<file path="src/rtl/arb_pkg.sv">
// Shared definitions for the 4-way arbiter: requester count, id width, FSM states.
// The optional fixed-priority mode is selected by the macro ARB_FIXED_PRIO_EN.
package arb_pkg;

    localparam int N_REQ = 4;
    localparam int ID_W  = 2;

    typedef enum logic {
        IDLE  = 1'b0,
        GRANT = 1'b1
    } arb_state_t;

    function automatic logic [N_REQ-1:0] id_to_onehot(input logic [ID_W-1:0] id);
        return N_REQ'(1) << id;
    endfunction

endpackage

</file>
<file path="src/rtl/rr_pick.sv">
// Rotated priority encoder: the first active request at or after ptr (mod 4) wins.
module rr_pick
    import arb_pkg::*;
(
    input  logic [N_REQ-1:0] req,
    input  logic [ID_W-1:0]  ptr,
    output logic [ID_W-1:0]  id,
    output logic             any
);

    logic [2*N_REQ-1:0] w_dbl;
    logic [2*N_REQ-1:0] w_shift;
    logic [N_REQ-1:0]   w_rot;
    logic [ID_W-1:0]    w_off;

    // Rotating right by ptr puts the highest-priority requester at bit 0.
    assign w_dbl   = {req, req};
    assign w_shift = w_dbl >> ptr;
    assign w_rot   = w_shift[N_REQ-1:0];

    always_comb begin
        w_off = '0;
        if (w_rot[0])      w_off = 2'd0;
        else if (w_rot[1]) w_off = 2'd1;
        else if (w_rot[2]) w_off = 2'd2;
        else if (w_rot[3]) w_off = 2'd3;
    end

    assign id  = w_off + ptr;
    assign any = |req;

endmodule

</file>
<file path="src/rtl/arbiter_4.sv">
// Round-robin 4-requester arbiter with a MAX_HOLD grant limit and timeout pulse.
// Define ARB_FIXED_PRIO_EN to pin the priority pointer at 0 (fixed priority, 0 highest).
module arbiter_4
    import arb_pkg::*;
#(
    parameter int MAX_HOLD = 16,
    parameter int HW       = 8
) (
    input  logic             clk,
    input  logic             rst_n,
    input  logic [N_REQ-1:0] req,
    output logic [N_REQ-1:0] gnt,
    output logic [ID_W-1:0]  gnt_id,
    output logic             gnt_valid,
    output logic             timeout
);

    arb_state_t       r_state;
    logic [N_REQ-1:0] r_gnt;
    logic [ID_W-1:0]  r_gnt_id;
    logic             r_timeout;
    logic [ID_W-1:0]  r_ptr;
    logic [HW-1:0]    r_hold_cnt;

    logic [ID_W-1:0]  w_pick_id;
    logic             w_pick_any;
    logic [ID_W-1:0]  w_ptr_adv;

    rr_pick u_pick (
        .req (req),
        .ptr (r_ptr),
        .id  (w_pick_id),
        .any (w_pick_any)
    );

`ifdef ARB_FIXED_PRIO_EN
    assign w_ptr_adv = '0;
`else
    assign w_ptr_adv = r_gnt_id + 2'd1;
`endif

    // Every grant ends in IDLE, so new winners are only chosen from IDLE.
    always_ff @(posedge clk or negedge rst_n) begin
        if (!rst_n) begin
            r_state    <= IDLE;
            r_gnt      <= '0;
            r_gnt_id   <= '0;
            r_timeout  <= 1'b0;
            r_ptr      <= '0;
            r_hold_cnt <= '0;
        end else begin
            r_timeout <= 1'b0;
            case (r_state)
                IDLE: begin
                    if (w_pick_any) begin
                        r_state    <= GRANT;
                        r_gnt      <= id_to_onehot(w_pick_id);
                        r_gnt_id   <= w_pick_id;
                        r_hold_cnt <= HW'(1);
                    end else begin
                        r_gnt <= '0;
                    end
                end
                GRANT: begin
                    if (!req[r_gnt_id]) begin
                        r_state    <= IDLE;
                        r_gnt      <= '0;
                        r_ptr      <= w_ptr_adv;
                        r_hold_cnt <= '0;
                    end else if (r_hold_cnt == HW'(MAX_HOLD)) begin
                        r_state    <= IDLE;
                        r_gnt      <= '0;
                        r_ptr      <= w_ptr_adv;
                        r_hold_cnt <= '0;
                        r_timeout  <= 1'b1;
                    end else begin
                        r_hold_cnt <= r_hold_cnt + HW'(1);
                    end
                end
                default: begin
                    r_state <= IDLE;
                    r_gnt   <= '0;
                end
            endcase
        end
    end

    assign gnt       = r_gnt;
    assign gnt_id    = r_gnt_id;
    assign gnt_valid = |r_gnt;
    assign timeout   = r_timeout;

endmodule

</file>
<file path="config.mk">
export PLATFORM = sky130hd
export DESIGN_NAME = arbiter_4
export DESIGN_NICKNAME = d
export VERILOG_FILES = /design/src/rtl/arb_pkg.sv /design/src/rtl/rr_pick.sv /design/src/rtl/arbiter_4.sv
export SDC_FILE = /design/constraint.sdc
export NUM_CORES = 1
export LEC_CHECK = 0
export CAP_MARGIN = 40
export CORE_MARGIN = 8
export CORE_UTILIZATION = 39
export CTS_CLUSTER_SIZE = 10
export DETAILED_ROUTE_END_ITERATION = 10
export DONT_BUFFER_PORTS = 1
export GPL_ROUTABILITY_DRIVEN = 0
export PLACE_DENSITY = 0.52
export SETUP_SLACK_MARGIN = 0.2
export SLEW_MARGIN = 25
export SYNTH_ARGS = -nofsm -noshare
export SYNTH_HDL_FRONTEND = slang
export SYNTH_SLANG_ARGS = --single-unit
</file>
<file path="constraint.sdc">
create_clock -name clk -period 4.5 [get_ports clk]
set_clock_uncertainty 0.15 [all_clocks]
set_input_delay 0.675 -clock clk [delete_from_list [all_inputs] [get_ports clk]]
set_output_delay 0.675 -clock clk [all_outputs]
set_load 0.01 [all_outputs]
</file>
=== Yosys cells after proc, flatten, opt, wreduce, memory -nomap -nowiden ===
Index checks and enable logic that the tools add are counted.

* Bitwise logic cells: 1
* Shifts and indexed selects: 2
* Equal/unequal tests: 4
* Order comparisons: 1
* Reduce and logical (&&, ||, !) cells: 4
* Mux-type cells: 23
* $add $sub $neg: 3

{| class="wikitable"
|+ Operators by type and width
! cell !! count
|-
| $mux 8 || 3
|-
| $pmux 8 s2 || 1
|-
| $mux 2 || 6
|-
| $mux 4 || 3
|-
| $add 8x1->8 const B || 1
|-
| $eq 8x5->1 const B || 1
|-
| $pmux 4 s2 || 1
|-
| $reduce_or 4->1 || 2
|-
| $shr 8x2->4 || 1
|-
| $mux 1 || 7
|-
| $ne 2x1->1 const B || 2
|-
| $reduce_and 2->1 || 2
|-
| $shl 1x2->4 const A || 1
|-
| $lt 2x3->1 const B || 1
|-
| $ne 3x2->1 const B || 1
|-
| $add 2x1->2 const B || 1
|-
| $add 2x2->2 || 1
|-
| $bmux 1 s2 || 1
|-
| $pmux 1 s2 || 1
|-
| $not 1->1 || 1
|}

* Register bits: 18
* Word-level logic and storage cells: 44
* Output and inout port bits: 8
* Input port bits: 6

=== Longest topological paths before layout ===
* Depth in word-level cells: 9
* Mapped depth: 10
* Mapped depth without buffers: 9

=== By module ===
Synthesis repeated with hierarchy kept, for this count alone.

* Cell total of the unflattened synthesis: 106
* Area total of the unflattened synthesis: 1049.8 sq um

{| class="wikitable"
|+ By module, submodules not included
! module !! area an instance (sq um) !! seq. area each (sq um) !! cells each !! instances
|-
| arbiter_4 || 870.8 || 450.4 || 79 || 1
|-
| rr_pick || 178.9 || 0.0 || 27 || 1
|}

=== Worst setup path before layout ===
Ideal clock, no wire load.

* Path kind: input -> register
* From: input req[0]
* To: register r_gnt[1], in the netlist gnt[1]
* Buffers on the path: 1
* Stages: 10
* Required time: 4.228 ns
* Path slack: 2.183 ns
* Arrival: 2.046 ns
* Library setup time: 0.122 ns
* Cell sequence: buf_4 -> nor2b_4 -> a21oi_1 -> o22ai_1 -> nor2_1 -> a21oi_1 -> ha_1 -> xor2_1 -> xnor2_2 -> a32o_1

* Cells in the longest elaborated chain, start to end: 9
* Elaborated cells on any way between the ends: 14
* Those cells by class: 1 x add/sub; 1 x eq/ne; 2 x shift; 9 x mux; 1 x reduce/logical

{| class="wikitable"
|+ Ends and longest elaborated chain
! item !! RTL line !! source
|-
| from (decl) || arbiter_4.sv:11 || <nowiki>input logic [N_REQ-1:0] req,</nowiki>
|-
| $shr 8x2->4 || rr_pick.sv:18 || <nowiki>assign w_shift = w_dbl >> ptr;</nowiki>
|-
| $mux 2 || rr_pick.sv:26 || <nowiki>else if (w_rot[3]) w_off = 2'd3;</nowiki>
|-
| $mux 2 || rr_pick.sv:25 || <nowiki>else if (w_rot[2]) w_off = 2'd2;</nowiki>
|-
| $mux 2 || rr_pick.sv:24 || <nowiki>else if (w_rot[1]) w_off = 2'd1;</nowiki>
|-
| $mux 2 || rr_pick.sv:23 || <nowiki>if (w_rot[0]) w_off = 2'd0;</nowiki>
|-
| $add 2x2->2 || rr_pick.sv:29 || <nowiki>assign id = w_off + ptr;</nowiki>
|-
| $shl 1x2->4 || arb_pkg.sv:14 || <nowiki>return N_REQ'(1) << id;</nowiki>
|-
| $mux 4 || arbiter_4.sv:55 || <nowiki>if (w_pick_any) begin</nowiki>
|-
| $pmux 4 s2 || arbiter_4.sv:53 || <nowiki>case (r_state)</nowiki>
|-
| to (signal assigned) || arbiter_4.sv:57 || <nowiki>r_gnt <= id_to_onehot(w_pick_id);</nowiki>
|-
| to (decl) || arbiter_4.sv:19 || <nowiki>logic [N_REQ-1:0] r_gnt;</nowiki>
|}

Several ways; a longest one is shown, not always the timed one. The select of a mux whose other input is x is not followed.
A chain may end at the register's enable or synchronous reset.

=== Final worst setup path ===
* From: register r_ptr[1]
* To: register r_gnt[1], in the netlist gnt[1]

* Cells in the longest elaborated chain, start to end: 9

{| class="wikitable"
|+ Ends and longest elaborated chain
! item !! RTL line !! source
|-
| from (decl) || arbiter_4.sv:22 || <nowiki>logic [ID_W-1:0] r_ptr;</nowiki>
|-
| from (signal assigned) || arbiter_4.sv:68 || <nowiki>r_ptr <= w_ptr_adv;</nowiki>
|-
| from (signal assigned) || arbiter_4.sv:73 || <nowiki>r_ptr <= w_ptr_adv;</nowiki>
|-
| $shr 8x2->4 || rr_pick.sv:18 ||
|-
| $mux 2 || rr_pick.sv:26 ||
|-
| $mux 2 || rr_pick.sv:25 ||
|-
| $mux 2 || rr_pick.sv:24 ||
|-
| $mux 2 || rr_pick.sv:23 ||
|-
| $add 2x2->2 (*) || rr_pick.sv:29 ||
|-
| $shl 1x2->4 (*) || arb_pkg.sv:14 ||
|-
| $mux 4 (*) || arbiter_4.sv:55 ||
|-
| $pmux 4 s2 (*) || arbiter_4.sv:53 ||
|}

Every way passes the cells marked *; elsewhere a longest branch is shown, timed or not.

==> results.ini <==
[logic_synthesis]
synth.largest_area_cell = dfrtp_1
postSynthAreaPerCell_um2 = 10.2
synth_nets = 113
ys_types = 41
yosysMostFrequentCell = dfrtp_1
ys_seq_elements = 18
synth_area_leaders = dfrtp_1 (42%), xor2_1 (4.9%), nor2_1 (4.6%), nand2_1 (3.9%), ha_1 (3.5%)
synth_edf_count = 0
syn-cell-area_mm2 = 0.00106
yosysWarningCount = 0
synth_top_area_share = 0.424
synth_commonest_cells = dfrtp_1 (18), nor2_1 (13), nand2_1 (11)
ys.flop_type = dfrtp_1
seq_area_frac_synth = 0.424
synthesis.instances = 104
async_flop_share = 1.00

[routing]
drt-pass1-iter-count = 4
avgViaCountPerCell = 5.55
drtAntennaViolNets = 0
first_iter_violations = 13
num_vias = 761
routed_wl_um = 2030
drc = 0
wl_per_cell_um = 14.8

[setup_path]
crit_type = register to register
cp.required_ps = 4540
cp-start-kind = register
end_kind = register
worstReg2RegEnd = gnt[1]
crit_fanout = 8
path_buf_inv = 0
path_common_cell = a21oi_1
worstPathArrival_ps = 2300
cp_slowest_stage_delay_ps = 490
reg2reg_slack_ps = 2230
ff2ff_path_depth = 9
critPathSlowestCell = dfrtp_1
crit_chain = or2b_1 > a2bb2oi_1 > nor2_1 > a21oi_1 > a21oi_1 > ha_1 > xor2_1 > xnor2_2 > a32o_1
cpLargestDelayFamily = compound AO/OA/AOI/OAI gates
r2r-start = r_ptr[1]

[grt]
grt_max_degree = 19
antenna_found_initial = 0
grt_pass1_vias = 735
grt_pass1_wl_um = 3560
grt.total_usage = 0.0983
grt_overflow = 0

[die]
fp.dieW_um = 68.2
fp.coreArea_mm2 = 0.00266
initial_core_util = 0.399
num_rows = 19
pin_count = 14
dieArea_mm2 = 0.00465
die_y_um = 68.2

[cells_and_area]
syn_to_final_growth_pct = 5.65
final_area_mm2 = 0.00112
diodes = 0
finalNetCount = 117
final_util = 0.422
drive_gt1_frac = 0.132

[clock_network]
ctsHtreeMaxLevel = 1
clock_sinks = 18
cts-buffers-inserted = 3
clock_latency_ps = 290
cts_resized = 0
cts_setup_buffers = 0
cts-root-buf = clkbuf_4
tritoncts = yes
path_clk_slew_ps = 90
cts_hold_buffers = 1
cts.path.max_buffers = 2

[sta]
finalSetupTns_ps = 0
worst_pin_slew_ps = 497
finalMaxSlewViolations = 0
hold_viol = 0
setup_viol = 0
min_period_ps = 2270
fin_crit_sh = 0.504
whs_ps = 412
max-slew-margin-rel = 0.666
clock.fmax_mhz = 441
grt_setup_unrepaired = false

[min_path]
holdPathStages = 2
hp-class = register to register
min_from = r_hold_cnt[7]
hold_end = r_hold_cnt[7]

[placed_design]
dpl-instance-area_mm2 = 0.00108
numPortBuffers = 0
dp_hpwl_um = 1520

[power]
p_leak_nw = 0.505
p_per_area_mw_per_mm2 = 561
ir_worst_vdd_uv = 315

[status]
status = finished clean

[job]
cap_violations = 0

==> state kept, by name, summed over array words and instances, names as in the netlist <==
register	flops
r_ptr	2
r_state	1
r_hold_cnt	8
gnt	4
timeout	1
gnt_id	2
==> metrics by stage <==
stage,power (mW),setup WS [ps],cells
after global placement,0.551,2110,132
after CTS,0.637,2230,136
final,0.631,2230,137
after global routing,0.690,2120,137
after detailed placement,0.553,2080,132
after floorplan,0.508,2180,104
==> where the power goes <==
part           internal, mW  switching, mW  total, mW
combinational         0.126          0.149      0.275
clock                0.0311         0.0470     0.0781
sequential            0.205         0.0735      0.278
==> layer usage <==
metal / track usage / share of wire / routed length [um] / vias to the layer above
li1: - / - / - / 372
met1: 0.123 / 0.45 / 924 / 362
met2: 0.155 / 0.46 / 933 / 25
met3: 0.0458 / 0.080 / 162 / 2
met4: 0.0153 / 0.0059 / 12 / 0
met5: 0 / 0 / 0 / -
==> worst max-delay path by stage <==
stage	start	endpoint	slack, ps	cells after the start
2_1_floorplan	req[0]	gnt[1]	2180	10
6_report	r_ptr[1]	gnt[1]	2230	9
3_5_place_dp	req[1]	gnt[1]	2080	9
3_3_place_gp	req[1]	gnt[1]	2110	9
4_1_cts	r_ptr[1]	gnt[1]	2230	9
5_1_grt	r_ptr[1]	gnt[1]	2120	9
==> layout by cell type (no fill, tap or decap), types with 2 or more instances in the layout <==
cell type / n
a21oi_1: 5
clkbuf_4: 3
nand3_1: 4
nor2b_1: 2
nor2_1: 13
xor2_1: 6
xnor2_1: 2
nand2_1: 11
inv_1: 4
dfrtp_1: 18
nand4_1: 2
o21ai_1: 2
nor3_1: 2
o21ai_0: 3
ha_1: 3
==> worst register-to-register path, stage by stage, from the launching register on <==
cell and delay, ps:
dfrtp_1 490, or2b_1 270, a2bb2oi_1 160, nor2_1 50
a21oi_1 130, a21oi_1 90, ha_1 200, xor2_1 160
xnor2_2 190, a32o_1 280
==> kinds of logic (layout without fill, tap and decap cells) <==
kind of cell               Yosys count  count (layout)  synth area share
and+or+nand+nor                     43              43             0.219
AOI/OAI and AO/OA                   21              21             0.164
DFF                                 18              18             0.424
xor gates and xnor gates             9               9            0.0812
buffers and inverters                8              10            0.0388
adders and majority gates            3               3            0.0353
muxes                                2               2            0.0388
==> area by class of cell <==
class | instances | area (um2)
flip-flops and latches | 18 | 450
well taps | 31 | 38.8
multi-input cells | 78 | 572
fillers | 266 | 1540
clock buffers | 3 | 22.5
repair buffers | 2 | 21.3
inverters | 5 | 18.8
Note: power is estimated with default switching activity, not from simulation.
